### src/rtl/reg_file_bist_if.sv
// Register-file access bus between the BIST initiator (master) and the
// 2R1W register file (slave).
interface reg_file_bist_if #(
  parameter int ADDR_W = 4,
  parameter int DATA_W = 8
);
  logic [ADDR_W-1:0] ra;
  logic [ADDR_W-1:0] rb;
  logic [ADDR_W-1:0] wa;
  logic [DATA_W-1:0] wd;
  logic              we;
  logic [DATA_W-1:0] read_a;
  logic [DATA_W-1:0] read_b;

  modport master (
    output ra, rb, wa, wd, we,
    input  read_a, read_b
  );

  modport slave (
    input  ra, rb, wa, wd, we,
    output read_a, read_b
  );
endinterface

### src/rtl/reg_file_bist.sv
// Two-pass BIST for a 2-read/1-write register file: write pattern, read back
// on both ports (port B in reverse order), count and capture mismatches.
module reg_file_bist #(
  parameter int ADDR_W = 4,
  parameter int DATA_W = 8,
  parameter int RD_LAT = 0
) (
  input  logic              clk,
  input  logic              rst_n,
  input  logic              start,
  output logic              busy,
  output logic              done,
  output logic              pass,
  output logic [7:0]        err_count,
  output logic [ADDR_W-1:0] fail_addr,
  output logic              fail_port,
  output logic [DATA_W-1:0] fail_data,
  reg_file_bist_if.master   rf
);

  localparam int NREG = 2 ** ADDR_W;
  localparam int CW   = ADDR_W + 1;
  localparam logic [CW-1:0] WRITE_LAST = CW'(NREG - 1);
  localparam logic [CW-1:0] READ_LAST  = CW'(NREG - 1 + RD_LAT);

  typedef enum logic [1:0] {
    IDLE,
    WRITE,
    READ,
    DONE
  } state_t;

  state_t          state_q, state_d;
  logic [CW-1:0]   idx_q, idx_d;
  logic            p_q, p_d;

  logic [ADDR_W-1:0] ra_q, rb_q, wa_q;
  logic [ADDR_W-1:0] ra_dly, rb_dly;
  logic [DATA_W-1:0] wd_q;
  logic              we_q;
  logic              fail_seen;

  logic              cmp_valid;
  logic [ADDR_W-1:0] cmp_ra, cmp_rb;
  logic              mis_a, mis_b;
  logic [8:0]        err_sum;
  logic [7:0]        err_next;

  function automatic logic [DATA_W-1:0] pat(input logic inv,
                                            input logic [ADDR_W-1:0] a);
    logic [DATA_W-1:0] r;
    r = {(DATA_W / ADDR_W){a}};
    return inv ? ~r : r;
  endfunction

  assign rf.ra = ra_q;
  assign rf.rb = rb_q;
  assign rf.wa = wa_q;
  assign rf.wd = wd_q;
  assign rf.we = we_q;

  always_comb begin
    state_d = state_q;
    idx_d   = idx_q;
    p_d     = p_q;
    case (state_q)
      IDLE: begin
        if (start) begin
          state_d = WRITE;
          idx_d   = '0;
          p_d     = 1'b0;
        end
      end
      WRITE: begin
        if (idx_q == WRITE_LAST) begin
          state_d = READ;
          idx_d   = '0;
        end else begin
          idx_d = idx_q + 1'b1;
        end
      end
      READ: begin
        if (idx_q == READ_LAST) begin
          if (p_q) begin
            state_d = DONE;
          end else begin
            state_d = WRITE;
            p_d     = 1'b1;
            idx_d   = '0;
          end
        end else begin
          idx_d = idx_q + 1'b1;
        end
      end
      DONE:    state_d = IDLE;
      default: state_d = IDLE;
    endcase
  end

  // With a registered read the data lags the address by one cycle, so the
  // first READ cycle compares nothing and the delayed addresses are used.
  always_comb begin
    cmp_valid = 1'b0;
    cmp_ra    = ra_q;
    cmp_rb    = rb_q;
    if (state_q == READ) begin
      if (RD_LAT == 0) begin
        cmp_valid = 1'b1;
      end else begin
        cmp_valid = (idx_q != '0);
        cmp_ra    = ra_dly;
        cmp_rb    = rb_dly;
      end
    end
    mis_a    = cmp_valid && (rf.read_a != pat(p_q, cmp_ra));
    mis_b    = cmp_valid && (rf.read_b != pat(p_q, cmp_rb));
    err_sum  = {1'b0, err_count} + {8'd0, mis_a} + {8'd0, mis_b};
    err_next = err_sum[8] ? 8'hFF : err_sum[7:0];
  end

  always_ff @(posedge clk or negedge rst_n) begin
    if (!rst_n) begin
      state_q <= IDLE;
      idx_q   <= '0;
      p_q     <= 1'b0;
    end else begin
      state_q <= state_d;
      idx_q   <= idx_d;
      p_q     <= p_d;
    end
  end

  // Bus outputs are registered from next-state values so they line up with
  // the state they belong to.
  always_ff @(posedge clk or negedge rst_n) begin
    if (!rst_n) begin
      we_q   <= 1'b0;
      wa_q   <= '0;
      wd_q   <= '0;
      ra_q   <= '0;
      rb_q   <= '0;
      ra_dly <= '0;
      rb_dly <= '0;
    end else begin
      we_q   <= (state_d == WRITE);
      ra_dly <= ra_q;
      rb_dly <= rb_q;
      if (state_d == WRITE) begin
        wa_q <= idx_d[ADDR_W-1:0];
        wd_q <= pat(p_d, idx_d[ADDR_W-1:0]);
      end
      if (state_d == READ && !idx_d[ADDR_W]) begin
        ra_q <= idx_d[ADDR_W-1:0];
        rb_q <= ~idx_d[ADDR_W-1:0];
      end
    end
  end

  always_ff @(posedge clk or negedge rst_n) begin
    if (!rst_n) begin
      busy      <= 1'b0;
      done      <= 1'b0;
      pass      <= 1'b0;
      err_count <= '0;
      fail_addr <= '0;
      fail_port <= 1'b0;
      fail_data <= '0;
      fail_seen <= 1'b0;
    end else begin
      done <= 1'b0;
      case (state_q)
        IDLE: begin
          if (start) begin
            busy      <= 1'b1;
            pass      <= 1'b0;
            err_count <= '0;
            fail_addr <= '0;
            fail_port <= 1'b0;
            fail_data <= '0;
            fail_seen <= 1'b0;
          end
        end
        READ: begin
          err_count <= err_next;
          if (!fail_seen && (mis_a || mis_b)) begin
            fail_seen <= 1'b1;
            if (mis_a) begin
              fail_addr <= cmp_ra;
              fail_port <= 1'b0;
              fail_data <= rf.read_a;
            end else begin
              fail_addr <= cmp_rb;
              fail_port <= 1'b1;
              fail_data <= rf.read_b;
            end
          end
          if (state_d == DONE) begin
            busy <= 1'b0;
            done <= 1'b1;
            pass <= (err_next == 8'd0);
          end
        end
        default: ;
      endcase
    end
  end

endmodule

### src/flat_wrapper.sv
// flat-port wrapper written by rule: the top's interface ports become plain ports
module reg_file_bist_flat 
#(
  parameter int ADDR_W = 4,
  parameter int DATA_W = 8,
  parameter int RD_LAT = 0
)
  (clk, rst_n, start, busy, done, pass, err_count, fail_addr, fail_port, fail_data, rf_ra, rf_rb, rf_wa, rf_wd, rf_we, rf_read_a, rf_read_b);
  reg_file_bist_if #(.ADDR_W(ADDR_W), .DATA_W(DATA_W)) rf_i ();
  input  logic clk;
  input  logic rst_n;
  input  logic start;
  output logic busy;
  output logic done;
  output logic pass;
  output logic [7:0] err_count;
  output logic [ADDR_W-1:0] fail_addr;
  output logic fail_port;
  output logic [DATA_W-1:0] fail_data;
  output wire logic [$bits(rf_i.ra)-1:0] rf_ra;
  output wire logic [$bits(rf_i.rb)-1:0] rf_rb;
  output wire logic [$bits(rf_i.wa)-1:0] rf_wa;
  output wire logic [$bits(rf_i.wd)-1:0] rf_wd;
  output wire logic [$bits(rf_i.we)-1:0] rf_we;
  input wire logic [$bits(rf_i.read_a)-1:0] rf_read_a;
  input wire logic [$bits(rf_i.read_b)-1:0] rf_read_b;
  assign rf_ra = rf_i.ra;
  assign rf_rb = rf_i.rb;
  assign rf_wa = rf_i.wa;
  assign rf_wd = rf_i.wd;
  assign rf_we = rf_i.we;
  assign rf_i.read_a = rf_read_a;
  assign rf_i.read_b = rf_read_b;
  reg_file_bist #(.ADDR_W(ADDR_W), .DATA_W(DATA_W), .RD_LAT(RD_LAT)) u_core (.clk(clk), .rst_n(rst_n), .start(start), .busy(busy), .done(done), .pass(pass), .err_count(err_count), .fail_addr(fail_addr), .fail_port(fail_port), .fail_data(fail_data), .rf(rf_i));
endmodule
### config.mk
export PLATFORM = sky130hd
export DESIGN_NAME = reg_file_bist_flat
export DESIGN_NICKNAME = d
export VERILOG_FILES = /design/src/rtl/reg_file_bist_if.sv /design/src/rtl/reg_file_bist.sv /design/src/flat_wrapper.sv
export SDC_FILE = /design/constraint.sdc
export NUM_CORES = 1
export LEC_CHECK = 0
export CORE_MARGIN = 3
export CORE_UTILIZATION = 46
export DETAILED_ROUTE_END_ITERATION = 10
export HOLD_SLACK_MARGIN = 0.08
export PLACE_DENSITY = 0.76
export SETUP_SLACK_MARGIN = 0.05
export SKIP_CTS_REPAIR_TIMING = 1
export SYNTH_ARGS = -nofsm -noshare
export SYNTH_HDL_FRONTEND = slang
export SYNTH_SLANG_ARGS = --single-unit
### constraint.sdc
create_clock -name clk -period 3.3 [get_ports clk]
set_input_delay 0.66 -clock clk [delete_from_list [all_inputs] [get_ports clk]]
set_output_delay 0.66 -clock clk [all_outputs]
set_load 0.01 [all_outputs]
==> out/qor.csv <==
metric;value;unit
p_seq_share;36.6;%
slew_headroom;26.53;%
rr_endpoint;u_core.pass;
placementRows;28;
worstRegToRegCells;11;
first_global_vias;2495;
avgSynthCellArea;9.015;um^2
max_freq;0.3123;GHz
vias;2734;
area_growth;28.89;%
skew;0.01055;ns
cts_root_buf;clkbuf_8;
drive_gt1_share;12.47;%
synth_ff_type;dfrtp_1;
place_congestion;0.9334;
swShare;38.83;%
dieHeight;86.66;um
p_total;2949;uW
p_clk_share;13.1;%
clk_pin_slew;0.09;ns
p_switching;1145;uW
min_path_type;reg -> reg;
ios;64;
fin_util;63.28;%
final_area;0.003857;mm^2
fin_nets;422;
grt_max_degree;51;
r2r_slack;0.28;ns
fin_crit_sh;97.04;%
hold_viol_final;0;
synth_warnings;0;
hold_end;u_core.rf.wa[3];
worst_ir_drop_vdd;0.0006132;V
holdPathStages;1;
final_cells;476;
slew_viol_final;0;
critPathArrivalTime;3.45;ns
dr.pass1.iters;4;
outcome;completed;
cts_num_sinks;50;
placed_cells;468;
synth_seq_cells;50;
cts_tree;done;
async_reset_ff_share;100.0;%
critical_path_class;in -> reg;
n_antenna_cell;0;
powerDensity;764.6;mW/mm^2
initial_core_util;49.10;%
dpl.hpwl;5.493;mm
gr-total-overflow;0;
grtUsageTotal;20.26;%
drc;0;
setup_viol;0;
htree_levels;2;
portBuffers;63;
coreArea;0.006096;mm^2
drt-vias-per-instance;5.744;
power_leakage;0.001845;uW
die_area;0.007510;mm^2
drtAntennaViolNets;0;
worstPathRequired;3.55;ns
end_kind;register;
numCtsBuffers;5;
synthCells;332;
multi_input_area;0.001575;mm^2
wl;7.607;mm
clk_path_buf_depth;2;
mappedNetlistNets;354;
power_frac_comb;50.3;%
first_iter_violations;191;
seq_area;0.001251;mm^2
crit_fanout;2;
seq_area_frac_synth;41.81;%
worstHoldStart;u_core.rf.wa[3];
finalCriticalPeriod;3.202;ns
fin_ws;0.09765;ns
intPower;1804;uW
dieWidth;86.66;um
rsz0062_at_grt;false;
place_ws;-0.2405;ns
start_kind;primary input;
fillCellCount;534;
postPlaceCellArea;0.003720;mm^2
grt_pass1_wl;12.16;mm
worst_pin_slew;1.102;ns
wl_per_cell;15.98;um
ys_types;52;
worstReg2RegStart;u_core.p_q;
syn_area;0.002993;mm^2
antenna_found_initial;0;
synth_edf_count;0;
cap_viol_max_count;0;
clk_latency;0.31;ns
-- layout by cell type (no fill, tap or decap), types with 2 or more instances in the layout --
master           Yosys  routed
a21oi_1             24      24
o221a_1              7       7
inv_1                9       9
a22o_1               2       2
a31oi_1              3       3
o221a_2              5       5
dlymetal6s2s_1       0       2
buf_4                4      23
nand2b_1             7       7
clkinv_4             0       2
nand2_1             46      46
nand4_1              5       5
a21o_1               7       7
clkdlybuf4s50_1      0      60
nand4b_1             2       2
o2bb2ai_1            2       2
nor2_1              41      41
or2_2                2       2
and3b_1              2       2
nand3_1             15      15
xor2_1               6       6
mux2i_1             13      13
clkbuf_8             0       6
dfrtp_1             50      50
xnor2_1              6       6
o21ai_0             10      10
nor3b_1              3       3
nor3_1               4       3
or3_1                6       5
a211o_1              6       6
-- Yosys cell counts (all sizes together) (3+ instances only) --
master / number / share of area (%)
nand2b: 7 / 1.5
nand3: 15 / 2.5
or3: 6 / 1.3
nor2: 41 / 5.1
nand4: 5 / 1.0
a211o: 6 / 1.8
mux2i: 13 / 4.3
dfrtp: 50 / 42
o221a: 12 / 4.5
inv: 9 / 1.1
buf: 15 / 4.6
a21o: 7 / 1.8
nor3: 4 / 0.67
clkbuf: 9 / 1.1
o21ai: 11 / 2.0
xor2: 6 / 1.8
a31oi: 3 / 0.63
a21oi: 24 / 4.0
xnor2: 6 / 1.8
nand2: 46 / 5.8
nor3b: 3 / 0.75
-- cell families (layout without fill, tap and decap cells) --
| family | Yosys count | in the layout | synth area share, % |
|---|---|---|---|
| adder cells (fa/ha/maj) | 3 | 3 | 1.505 |
| buffers and inverters | 34 | 103 | 7.149 |
| XOR/XNOR | 12 | 12 | 3.512 |
| AO/OA/AOI/OAI | 79 | 79 | 19.15 |
| multiplexers | 15 | 15 | 5.100 |
| AND/OR/NAND/NOR | 139 | 139 | 21.78 |
| flip-flops | 50 | 50 | 41.81 |
-- layout make-up --
| type | count | area share (%) |
|---|---|---|
| Tap cell | 75 | 2.433 |
| Multi-Input combinational cell | 248 | 40.84 |
| Timing Repair Buffer | 86 | 20.82 |
| Clock buffer | 6 | 2.141 |
| Sequential cell | 50 | 32.44 |
| Clock inverter | 2 | 0.4541 |
| Inverter | 9 | 0.8758 |
-- through the flow --
stage / setup TNS, ns / hold slack, ns
final: 0 / 0.4920
after global routing: 0 / 0.5212
after CTS: 0 / 0.4964
after detailed placement: -1.067 / 0.4658
after global placement: -0.7429 / 0.4604
after floorplan: 0 / 0.3644
-- registers in the layout, summed over array words and instances (netlist names) --
signal / cells
u_core.fail_data: 8
u_core.fail_addr: 4
u_core.p_q: 1
u_core.fail_seen: 1
u_core.err_count: 8
u_core.busy: 1
u_core.idx_q: 5
u_core.rf.wa: 4
u_core.fail_port: 1
u_core.state_q: 2
u_core.rf.we: 1
u_core.rf.ra: 4
u_core.done: 1
u_core.rf.rb: 4
u_core.pass: 1
u_core.rf.wd: 4
-- per-layer routing --
metal | routed length [um] | part of all wire (%) | GRT usage, % | up-vias
li1 | - | - | - | 1311
met1 | 3575 | 47 | 28.80 | 1317
met2 | 3548 | 47 | 31.92 | 98
met3 | 418 | 5.5 | 3.327 | 8
met4 | 64 | 0.84 | 5.807 | 0
met5 | 0 | 0 | 0 | -
-- critical path, stage by stage --
cell and delay [ns]:
clkdlybuf4s50_1 0.41, or3_1 0.37, nand2_1 0.07, a32oi_1 0.09
a211o_1 0.28, and2_4 0.17, fa_2 0.42, ha_4 0.27
nor3_4 0.15, nand3_1 0.10, nor4_2 0.26, mux2_4 0.18
-- power groups by stage --
stage / clock, uW / sequential [uW] / combinational (uW)
6_report: 387 / 1080 / 1480
3_5_place_dp: 0 / 1090 / 1470
2_1_floorplan: 0 / 1090 / 844
5_1_grt: 411 / 1110 / 1620
3_3_place_gp: 0 / 1080 / 1460
4_1_cts: 393 / 1080 / 1480
-- worst max path at each step --
stage / start / end / slack (ns) / depth (start not counted)
final: rf_read_b[5] / u_core.pass / 0.1 / 12
after global routing: rf_read_b[5] / u_core.pass / 0.05 / 12
after floorplan: rf_read_b[4] / u_core.pass / 0.07 / 14
after global placement: rf_read_b[4] / u_core.pass / -0.18 / 12
after CTS: rf_read_b[4] / u_core.pass / 0.07 / 13
after detailed placement: rf_read_b[4] / u_core.pass / -0.24 / 13
Power figures use the tool's default switching activity.
==> variant, RTL diff (same flow settings) <==
Reset style: synchronous (`rst_n`), changed in 3 clocked blocks.
--- a/src/rtl/reg_file_bist.sv
+++ b/src/rtl/reg_file_bist.sv
@@ -118,7 +118,7 @@
     err_next = err_sum[8] ? 8'hFF : err_sum[7:0];
   end
 
-  always_ff @(posedge clk or negedge rst_n) begin
+  always_ff @(posedge clk) begin
     if (!rst_n) begin
       state_q <= IDLE;
       idx_q   <= '0;
@@ -132,7 +132,7 @@
 
   // Bus outputs are registered from next-state values so they line up with
   // the state they belong to.
-  always_ff @(posedge clk or negedge rst_n) begin
+  always_ff @(posedge clk) begin
     if (!rst_n) begin
       we_q   <= 1'b0;
       wa_q   <= '0;
@@ -156,7 +156,7 @@
     end
   end
 
-  always_ff @(posedge clk or negedge rst_n) begin
+  always_ff @(posedge clk) begin
     if (!rst_n) begin
       busy      <= 1'b0;
       done      <= 1'b0;
Check against the original RTL: differs if rst_n is asserted again (counterexample within 4 cycles, from zero or initial values and one cycle with rst_n low); with rst_n held inactive, the same outputs for 10 cycles.
==> variant against the unedited design <==
  * First-iteration DRC count fell by 21%
  * Synthesized cell count fell by 1.2%
  * Highest routed layer unchanged
  * Design area fell by 2.6%
  * Critical path type unchanged
  * Sequential cell count did not move
  * Synthesized area fell by 8.1%
  * Setup slack improved by 0.070 ns
  * Routed wire length fell by 1.7%
  * Via count fell by 0.59%
Power is not compared: it rests on default switching activity, and its combinational part moved more than twofold at a synthesized area within 25%.
==> variant: results (changes against the unedited design) <==
[place]
post_placement_setup_slack_ns=-0.3939  ; -0.1534 ns
placed_area_um2=3526  ; -5.2%
detailed_place_hpwl_mm=5.160  ; -6.1%
placedCellCount=464  ; -0.85%
routabilityCongestion=0.8514  ; -8.8%

[global_route]
grt_use_met3_pct=3.571  ; +0.24 points
gr-usage-all-layers_pct=20.97  ; +0.71 points
maximum_number_of_pins_on_one_net_before_global_route_repair=25  ; -51%
global_route.usage.met1_pct=26.59  ; -2.2 points
groute.layer.met2.usage_pct=35.86  ; +3.9 points
first_pass_grt_wire_length_mm=12.29  ; +1.0%

[detailed_routing]
dr.first_iter.drc_count=150  ; -21%
detail_route.first_pass.iterations=5  ; +1
wl_met2_mm=3.655  ; +3.0%
detailroute.wirelength.met3_um=424  ; +1.4%
met1_length_mm=3.283  ; -8.2%
avgRoutedWirePerCell_um=15.82  ; -1.0%
dr_total_vias=2718  ; -0.59%

[critical_path]
reg_to_reg_setup_timing_slack_ns=0.19  ; -0.09 ns
regToRegStartpoint=u_core.p_q
critPathLaunch=rf_read_a[6]
ff2ff_path_depth=12  ; +1
cp_data_arrival_time_ns=3.37  ; -0.08 ns
critical_path.slowest_cell=sky130_fd_sc_hd__clkdlybuf4s50_1

[logic_synthesis]
synth.avg_cell_area_um2=8.388  ; -6.9%
async_flop_share_pct=0  ; -100 points
synthesis.nets=350  ; -1.1%
yosys_most_used_dff=sky130_fd_sc_hd__dfxtp_1
synth.lib_cells_used.distinct=58  ; +12%

[timing]
fin_worst_skew_ns=0.01055  ; +0.0000003000 ns
max_freq_ghz=0.3193  ; +2.2%
final.hold.worst_slack_ns=0.4678  ; -0.02417 ns
timing_worst_slew_pin_value_ns=0.7042  ; -0.3979 ns

[final_layout]
layout-drive-gt1-share_pct=13.72  ; +1.2 points
post_layout_nonfiller_instances=473  ; -0.63%

[worst_hold_path]
holdPathEnd=u_core.fail_data[7]

[status]
status=completed

## variant: changes by cell type in the layout (fill, tap and decap cells not counted), sizes merged, moves of 11 or more
| cell | before | now |
|---|---|---|
| o21ai | 11 | 25 |
| o2bb2ai | 2 | 13 |
| dfrtp | 50 | 0 |
| nor2 | 41 | 28 |
| dfxtp | 0 | 50 |
| o221a | 12 | 0 |
| nand2 | 46 | 34 |
## variant: cells by family (layout without fill, tap and decap cells)
family,count (synthesis),in the layout,synth area share [%]
buf+inv,32,105,5.912
flops,50,50,36.38
simple gates,123,123,22.78
fa+ha+maj,3,3,1.637
compound gates,94,94,24.33
mux,14,14,5.138
xor+xnor,12,12,3.820
## variant: layout make-up
class	count	area, um2
clock buffer	5	68.82
clock inverter	3	43.79
fill	468	1883
inverter	9	33.78
multi-input combinational	246	1685
sequential	50	1001
tap	72	90.09
timing repair buffer	88	835.8
